===== src/rtl/regfile_req_ctrl.sv =====
// Request sequencer in front of the 4x16 register file: in-order request FIFO,
// registered rf_* strobes, and a single-entry read response port.
module regfile_req_ctrl #(
   parameter int DATA_W     = 16,
   parameter int ADDR_W     = 2,
   parameter int FIFO_DEPTH = 4
) (
   input  logic                        clk_i,
   input  logic                        reset_n_i,
   input  logic                        req_valid_i,
   output logic                        req_ready_o,
   input  logic                        req_wr_i,
   input  logic [ADDR_W-1:0]           req_addr_i,
   input  logic [DATA_W-1:0]           req_wdata_i,
   output logic                        rsp_valid_o,
   input  logic                        rsp_ready_i,
   output logic [ADDR_W-1:0]           rsp_addr_o,
   output logic [DATA_W-1:0]           rsp_rdata_o,
   output logic                        rf_sel_o,
   output logic                        rf_wr_o,
   output logic [ADDR_W-1:0]           rf_addr_o,
   output logic [DATA_W-1:0]           rf_wdata_o,
   input  logic [DATA_W-1:0]           rf_rdata_i,
   output logic [$clog2(FIFO_DEPTH):0] fifo_count_o,
   output logic                        busy_o
);

   localparam int PW = $clog2(FIFO_DEPTH);
   localparam int CW = PW + 1;

   typedef struct packed {
      logic              wr;
      logic [ADDR_W-1:0] addr;
      logic [DATA_W-1:0] wdata;
   } req_t;

   typedef enum logic [1:0] {IDLE, ISSUE, WAIT, RESP} state_t;

   req_t          fifo_mem [FIFO_DEPTH];
   req_t          head;
   logic [PW-1:0] wptr_q, rptr_q;
   logic [CW-1:0] count_q, count_d;
   logic          full, empty, push, pop, load;

   state_t            state_q, state_d;
   logic              rf_sel_q, rf_sel_d, rf_wr_q, rf_wr_d;
   logic [ADDR_W-1:0] rf_addr_q, rf_addr_d, rsp_addr_q, rsp_addr_d;
   logic [DATA_W-1:0] rf_wdata_q, rf_wdata_d, rsp_rdata_q, rsp_rdata_d;
   logic              rsp_valid_q, rsp_valid_d;

   assign full  = (count_q == CW'(FIFO_DEPTH));
   assign empty = (count_q == '0);
   // Full is judged on the registered count, so a same-cycle pop never frees a slot early.
   assign push  = req_valid_i && !full;
   assign head  = fifo_mem[rptr_q];

   always_ff @(posedge clk_i) begin
      if (push) fifo_mem[wptr_q] <= '{wr: req_wr_i, addr: req_addr_i, wdata: req_wdata_i};
   end

   always_comb begin
      count_d = count_q;
      case ({push, pop})
         2'b10:   count_d = count_q + 1'b1;
         2'b01:   count_d = count_q - 1'b1;
         default: count_d = count_q;
      endcase
   end

   always_comb begin
      state_d     = state_q;
      pop         = 1'b0;
      load        = 1'b0;
      rf_sel_d    = 1'b0;
      rf_wr_d     = rf_wr_q;
      rf_addr_d   = rf_addr_q;
      rf_wdata_d  = rf_wdata_q;
      rsp_valid_d = rsp_valid_q;
      rsp_addr_d  = rsp_addr_q;
      rsp_rdata_d = rsp_rdata_q;
      case (state_q)
         IDLE: begin
            if (!empty) begin
               load    = 1'b1;
               state_d = ISSUE;
            end
         end
         ISSUE: begin
            if (rf_wr_q) begin
               if (!empty) load = 1'b1;
               else        state_d = IDLE;
            end else begin
               state_d = WAIT;
            end
         end
         WAIT: begin
            // File registered its read data at the previous edge.
            rsp_valid_d = 1'b1;
            rsp_addr_d  = rf_addr_q;
            rsp_rdata_d = rf_rdata_i;
            state_d     = RESP;
         end
         RESP: begin
            if (rsp_ready_i) begin
               rsp_valid_d = 1'b0;
               if (!empty) begin
                  load    = 1'b1;
                  state_d = ISSUE;
               end else begin
                  state_d = IDLE;
               end
            end
         end
         default: state_d = IDLE;
      endcase
      if (load) begin
         pop        = 1'b1;
         rf_sel_d   = 1'b1;
         rf_wr_d    = head.wr;
         rf_addr_d  = head.addr;
         rf_wdata_d = head.wdata;
      end
   end

   always_ff @(posedge clk_i or negedge reset_n_i) begin
      if (!reset_n_i) begin
         wptr_q      <= '0;
         rptr_q      <= '0;
         count_q     <= '0;
         state_q     <= IDLE;
         rf_sel_q    <= 1'b0;
         rf_wr_q     <= 1'b0;
         rf_addr_q   <= '0;
         rf_wdata_q  <= '0;
         rsp_valid_q <= 1'b0;
         rsp_addr_q  <= '0;
         rsp_rdata_q <= '0;
      end else begin
         if (push) wptr_q <= wptr_q + 1'b1;
         if (pop)  rptr_q <= rptr_q + 1'b1;
         count_q     <= count_d;
         state_q     <= state_d;
         rf_sel_q    <= rf_sel_d;
         rf_wr_q     <= rf_wr_d;
         rf_addr_q   <= rf_addr_d;
         rf_wdata_q  <= rf_wdata_d;
         rsp_valid_q <= rsp_valid_d;
         rsp_addr_q  <= rsp_addr_d;
         rsp_rdata_q <= rsp_rdata_d;
      end
   end

   assign req_ready_o  = !full;
   assign rsp_valid_o  = rsp_valid_q;
   assign rsp_addr_o   = rsp_addr_q;
   assign rsp_rdata_o  = rsp_rdata_q;
   assign rf_sel_o     = rf_sel_q;
   assign rf_wr_o      = rf_wr_q;
   assign rf_addr_o    = rf_addr_q;
   assign rf_wdata_o   = rf_wdata_q;
   assign fifo_count_o = count_q;
   assign busy_o       = !empty || (state_q != IDLE);

endmodule

===== config.mk =====
export PLATFORM = sky130hd
export DESIGN_NAME = regfile_req_ctrl
export DESIGN_NICKNAME = d
export VERILOG_FILES = /design/src/rtl/regfile_req_ctrl.sv
export SDC_FILE = /design/constraint.sdc
export NUM_CORES = 1
export LEC_CHECK = 0
export CAP_MARGIN = 20
export CORE_UTILIZATION = 40
export CTS_CLUSTER_DIAMETER = 80
export DETAILED_ROUTE_END_ITERATION = 6
export PLACE_DENSITY_LB_ADDON = 0.15
export SLEW_MARGIN = 10
export SYNTH_ARGS = -nofsm -noshare
export SYNTH_HDL_FRONTEND = slang
export SYNTH_SLANG_ARGS = --single-unit

===== constraint.sdc =====
create_clock -name clk_i -period 2.5 [get_ports clk_i]
set_input_delay 0.5 -clock clk_i [delete_from_list [all_inputs] [get_ports clk_i]]
set_output_delay 0.5 -clock clk_i [all_outputs]
set_load 0.02 [all_outputs]

==> results of run 1 <==
==> path summary, 6_finish.rpt <==
kind                       slack [ps]                           to  cells after the start
setup / recovery                  160                  req_ready_o                      2
hold / removal                    190    rf_wdata_o[3]$_DFFE_PN0P_                      1
setup reg to reg                  290  fifo_count_o[2]$_DFFE_PN0P_                      9
hold reg to reg                   470        rptr_q[1]$_DFFE_PN0P_                      1
max in group asynchronous        1650  fifo_count_o[0]$_DFFE_PN0P_                      2
min in group clk_i                470        rptr_q[1]$_DFFE_PN0P_                      1
==> cell usage after synthesis, types with 2 or more instances <==
cell                       instances
sky130_fd_sc_hd__ha_1              5
sky130_fd_sc_hd__nor3_2            2
sky130_fd_sc_hd__mux2_2           27
sky130_fd_sc_hd__xor2_1            4
sky130_fd_sc_hd__and3_2            4
sky130_fd_sc_hd__inv_1             6
sky130_fd_sc_hd__clkbuf_1          2
sky130_fd_sc_hd__edfxtp_1         76
sky130_fd_sc_hd__mux2_4           11
sky130_fd_sc_hd__mux4_2           19
sky130_fd_sc_hd__xnor2_1           2
sky130_fd_sc_hd__dfrtp_1          48
sky130_fd_sc_hd__buf_6             4
==> critical path: stages (launching register included) <==
cell and delay (ps):
sky130_fd_sc_hd__dfrtp_2 440, sky130_fd_sc_hd__or3b_4 440, sky130_fd_sc_hd__clkdlybuf4s50_1 550
==> sequential cells by signal, summed over array words and instances (netlist names), named ones only <==
name          count
rf_wr_o           1
rsp_valid_o       1
fifo_mem         76
fifo_count_o      3
rf_wdata_o       16
rsp_addr_o        2
rptr_q            2
wptr_q            2
state_q           1
rf_addr_o         2
rsp_rdata_o      16
rf_sel_o          1
==> layout make-up <==
class	instances	share of cell area (%)
sequential	124	55.13
clock inverter	7	1.425
tap	143	2.831
timing repair buffer	89	13.66
multi-input combinational	91	19.08
inverter	6	0.3563
clock buffer	25	7.522
==> power by group through the flow <==
stage / Combinational, mW / Sequential, mW / Clock, mW
after global placement: 3.32 / 3.22 / 0
after detailed placement: 3.35 / 3.24 / 0
after floorplan: 1.79 / 3.62 / 0
after global routing: 3.52 / 3.27 / 2.46
after CTS: 3.36 / 3.21 / 2.36
final: 3.28 / 3.20 / 2.32
==> cell families after synthesis <==
group                    after synthesis
flip-flops                           124
multiplexers                          58
AND/OR/NAND/NOR                       17
buffers and inverters                 14
XOR/XNOR                               6
adder cells (fa/ha/maj)                6
AO/OA/AOI/OAI                          4
==> timing repair <==
item,CTS,global route
gates resized for setup,1,3
pin swaps,0,0
endpoints found under the setup margin,1,1
cloned,0,0
hold buffers,0,0
==> layer usage <==
| layer | share of wire, % | vias to the layer above | track usage [%] |
|---|---|---|---|
| met4 | 0.79 | 0 | 6.757 |
| li1 | - | 1088 | - |
| met2 | 50 | 63 | 23.21 |
| met1 | 44 | 1213 | 17.80 |
| met5 | 0 | - | 0 |
| met3 | 5.4 | 7 | 5.358 |
==> results.toml, run 1 <==
[status]
result_of_the_run = "complete, but fails checks"
failing_checks = "design-rule violations"

[timing]
worst_slack_ps = 164.4
finalSetupTns_ps = 0
setup_violations = 0
hold_ws_ps = 188.1
hold_viol = 0
period_needed_ps = 2336
min_period_over_period_pct = 93.43
report.final.slew_viol_count = 0
least_margin_pin_slew_ps = 806.9
finClkSkew_ps = 7.958
achievable-frequency_mhz = 428.1
grt_setup_unrepaired = "no"
timing.max_slew.rel_slack_pct = 46.21

[detailed_routing]
totalWireLength_um = 8241
postRouteAntennaNets = 0
routed_via_count_divided_by_cell_count = 4.889
dr_wl_cell_um = 16.99
route.vias.total = 2371
drt_pre_antenna_iters = 7
post-route-drc-count = 12
first_iter_violations = 77

[worst_setup_path]
worst-path-max-fanout = 6
crit_path_start_kind = "flop"
critPathArrivalTime_ps = 1840
r2r-start = "fifo_count_o[0]$_DFFE_PN0P_"
worstPathRequired_ps = 2000
cp-startpoint = "fifo_count_o[0]$_DFFE_PN0P_"
critical_path.endpoint_type = "output pin"
worstSetupPathType = "reg -> out"

[clock_tree]
clkLatencyLatePin_ps = 400
cts_num_sinks = 124
clockBufferDepth = 2
htree_num_levels = 4
clock_tree_from_tritoncts = "yes"
clock_tree.root_cell = "sky130_fd_sc_hd__clkbuf_16"
path_clk_slew_ps = 50
tritoncts.num_buffers = 17
post-cts-setup-buffers = 0

[synth]
synth_enable_flop_cells = 76
synth-warning-count = 0
postSynthRegisterBits = 124
synth_top_family_by_area = "multiplexers"
adder_cell_fraction_of_synth_area_pct = 1.731
synthDominantCellAreaShare_pct = 47.84
netlist_instances = 229
post_synth_main_area_contributors = "sky130_fd_sc_hd__edfxtp_1 48%, sky130_fd_sc_hd__dfrtp_1 25%, sky130_fd_sc_hd__mux4_2 9.0%"
yosys_cell_types = 32
synth.largest_area_cell = "sky130_fd_sc_hd__edfxtp_1"
synth-xor-area-share_pct = 1.101
synth_async_sr_flop_share_pct = 38.71
postSynth.topFlopCell = "sky130_fd_sc_hd__edfxtp_1"
synth_compound_gate_area_share_pct = 0.5507
post_synth.cell_area_avg_sq_um = 20.83
seq_area_frac_synth_pct = 73.01
syn_area_sq_mm = 0.004771
post_synth_and_or_nand_nor_area_fraction_pct = 2.754
postSynthNetCount = 274
post_synth_mux_area_share_pct = 19.01

[power_and_ir_drop]
clkPwrFrac_pct = 26.4
power_switching_mw = 2.603
power.share.combinational_pct = 37.3
powerDensity_mw_per_mm2 = 1392
p_int_mw = 6.193
final_total_pwr_mw = 8.797
power_switching_share_pct = 29.59
power.ir.vdd_worst_v = 0.0006008
power.sequential.fraction_pct = 36.3
power.leakage_nw = 2.366

[place]
dpl_worst_slack_ps = 51.39
post-place-cells = 453
placed_area_sq_mm = 0.005759
input_output_buffers = 82
gpl.final_weighted_congestion = 0.7216
dpl.hpwl_um = 5003

[finish]
layout.cells.most_common = "sky130_fd_sc_hd__clkdlybuf4s50_1"
final_cell_count_no_fill = 485
fillCellCount = 922
antenna_cells_inserted = 0
final_area_sq_mm = 0.006321
finalCoreUtilization_pct = 54.89
regArea_sq_mm = 0.003485
layout.cells.most_common_list = "80 x sky130_fd_sc_hd__clkdlybuf4s50_1, 76 x sky130_fd_sc_hd__edfxtp_1, 47 x sky130_fd_sc_hd__dfrtp_1"
final_layout_size_suffix_gt1_share_pct = 30.41
finalNetCount = 374
layout_stage_area_growth_over_the_synthesis_result_pct = 32.49
area_occupied_by_multi_input_gates_sq_mm = 0.001206

[die]
floorplan.initialDensity_pct = 41.43
die_area_sq_mm = 0.01237
boundaryPins = 83
die_w_um = 111.2
die_h_um = 111.2
rows = 39
placeableCoreArea_sq_mm = 0.01152

[grt]
grt_first_pass_wirelength_um = 13150
grt_start_max_net_pins = 34
first_global_vias = 2510
antenna_violations_before_repair = 0
track_usage_pct = 14.62
overflow = 0

[run]
drv.max_cap_violation_count = 0

[worst_hold_path]
holdCritPathClass = "in -> async"
Note: power is estimated with default switching activity, not from simulation.
==> run 2: changes to the inputs <==
- PLACE_DENSITY_LB_ADDON: 0.15 -> 0.08
==> run 2 against run 1 <==
The flow still finishes with violations (design-rule violations). Non-clock buffer count up 2. Utilization down 0.43 points. Count of clock-buffer cells in the layout up 2. Combinational power up 2%. Hold slack worse by 29 ps. Global-route usage up 0.27 points. Largest cell class unchanged. Setup slack worse by 80 ps. Register-to-register slack about the same. Critical path depth up 1. Die area unchanged. Via count down 1.6%.
==> results.toml, run 2 (synthesis gave the netlist of run 1 again) <==
[detailed_routing]
post-route-drc-count = 12
totalWireLength_um = 8272
first_iter_violations = 72
dr_wl_cell_um = 16.99
routed_via_count_divided_by_cell_count = 4.789
postRouteAntennaNets = 0
route.vias.total = 2332
drt_pre_antenna_iters = 7

[place]
input_output_buffers = 82
post-place-cells = 455
dpl.hpwl_um = 5200
placed_area_sq_mm = 0.005774
gpl.final_weighted_congestion = 0.6532

[finish]
layout.cells.most_common_list = "80 x sky130_fd_sc_hd__clkdlybuf4s50_1, 76 x sky130_fd_sc_hd__edfxtp_1, 47 x sky130_fd_sc_hd__dfrtp_1"
final_cell_count_no_fill = 487
layout_stage_area_growth_over_the_synthesis_result_pct = 31.44
finalNetCount = 376
antenna_cells_inserted = 0
final_layout_size_suffix_gt1_share_pct = 29.07
final_area_sq_mm = 0.006271
top_register = "fifo_mem"
largest_reg_flops = 76
layout.cells.most_common = "sky130_fd_sc_hd__clkdlybuf4s50_1"

[die]
rows = 39
placeableCoreArea_sq_mm = 0.01152
die_w_um = 111.2
boundaryPins = 83
die_area_sq_mm = 0.01237
floorplan.initialDensity_pct = 41.43
die_h_um = 111.2

[clock_tree]
clkLatencyLatePin_ps = 390
tritoncts.num_buffers = 17
clockBufferDepth = 2
clock_tree.root_cell = "sky130_fd_sc_hd__clkbuf_16"
htree_num_levels = 4
clock_tree_from_tritoncts = "yes"
post-cts-setup-buffers = 0
cts_num_sinks = 124
path_clk_slew_ps = 50

[worst_setup_path]
max_stage_delay_ps = 490
r2r-start = "fifo_count_o[0]$_DFFE_PN0P_"
cp-startpoint = "fifo_count_o[0]$_DFFE_PN0P_"
critical_path.slowest_cell = "sky130_fd_sc_hd__or3_2"
worstPathRequired_ps = 2000
critPathArrivalTime_ps = 1920
critical_path.endpoint_type = "output pin"
worstSetupPathType = "reg -> out"
worst-path-max-fanout = 6
crit_path_start_kind = "flop"
timing.critical_path.cells = "or3_2 > or3_1 > clkdlybuf4s15_1"

[timing]
period_needed_ps = 2416
achievable-frequency_mhz = 414.0
least_margin_pin_slew_ps = 730.3
grt_setup_unrepaired = "no"
setup_violations = 0
finClkSkew_ps = 4.886
finalSetupTns_ps = 0
timing.max_slew.rel_slack_pct = 51.31
report.final.slew_viol_count = 0
min_period_over_period_pct = 96.62
hold_viol = 0

[power_and_ir_drop]
power.leakage_nw = 2.347
powerDensity_mw_per_mm2 = 1365
final_total_pwr_mw = 8.557
power.ir.vdd_worst_v = 0.0009839
power_switching_share_pct = 30.08
power_switching_mw = 2.574
power.share.combinational_pct = 38.9
p_int_mw = 5.983
clkPwrFrac_pct = 23.9
power.sequential.fraction_pct = 37.2

[status]
result_of_the_run = "complete, but fails checks"
failing_checks = "design-rule violations"

[grt]
grt_first_pass_wirelength_um = 13350
overflow = 0
first_global_vias = 2472
antenna_violations_before_repair = 0
track_usage_pct = 14.89
grt_start_max_net_pins = 32

[run]
drv.max_cap_violation_count = 0

[worst_hold_path]
holdCritPathClass = "in -> async"
-- run 2: layout make-up --
cell class              instances  area, sq um
repair buffers                 91        883.3
fillers                       927         5245
flip-flops and latches        124         3485
clock inverters                 5        22.52
well taps                     143        178.9
multi-input cells              91         1206
clock buffers                  27        473.0
inverters                       6        22.52
-- run 2: power groups by stage --
stage | clock network, mW | registers, mW | logic, mW
6_report | 2.04 | 3.19 | 3.33
5_1_grt | 2.19 | 3.27 | 3.58
4_1_cts | 2.10 | 3.20 | 3.41
3_5_place_dp | 0 | 3.23 | 3.40
3_3_place_gp | 0 | 3.22 | 3.38
2_1_floorplan | 0 | 3.62 | 1.79
-- run 2: final timing paths --
path,end,slack (ps),cells past startpoint
max,busy_o,80,3
min,rf_wdata_o[5]$_DFFE_PN0P_,160,1
max reg2reg,fifo_count_o[2]$_DFFE_PN0P_,290,9
min reg2reg,rsp_valid_o$_DFFE_PN0P_,490,1
max in group asynchronous,fifo_count_o[0]$_DFFE_PN0P_,1660,2
min in group clk_i,rsp_valid_o$_DFFE_PN0P_,490,1
-- run 2: layer usage --
metal | routed length (um) | track usage (%) | up-vias
met3 | 371 | 4.975 | 2
li1 | - | - | 1086
met4 | 44 | 6.486 | 0
met2 | 4229 | 23.63 | 51
met1 | 3627 | 18.61 | 1193
met5 | 0 | 0 | -
-- run 2: per-stage QoR --
| step | hold slack [ps] | worst slack, ps | util, % |
|---|---|---|---|
| 2_1_floorplan | 204.4 | 251.6 | - |
| 3_3_place_gp | 466.3 | 88.35 | 50.14 |
| 3_5_place_dp | 475.7 | 35.38 | 50.14 |
| 4_1_cts | 178.2 | 7.352 | 54.43 |
| 5_1_grt | 217.5 | 7.954 | 54.45 |
| 6_report | 159.0 | 84.38 | 54.45 |
-- run 2: timing repair --
item,4_1_cts,5_1_grt
gates resized for setup,1,2
hold endpoints to repair,0,0
setup endpoints to repair,1,1
hold buffers,0,0
-- run 2: critical path, delay by kind of cell (launching register included) --
kind	cells	cell delay, ps
buf+inv	1	290
simple gates	2	800
flops	1	440
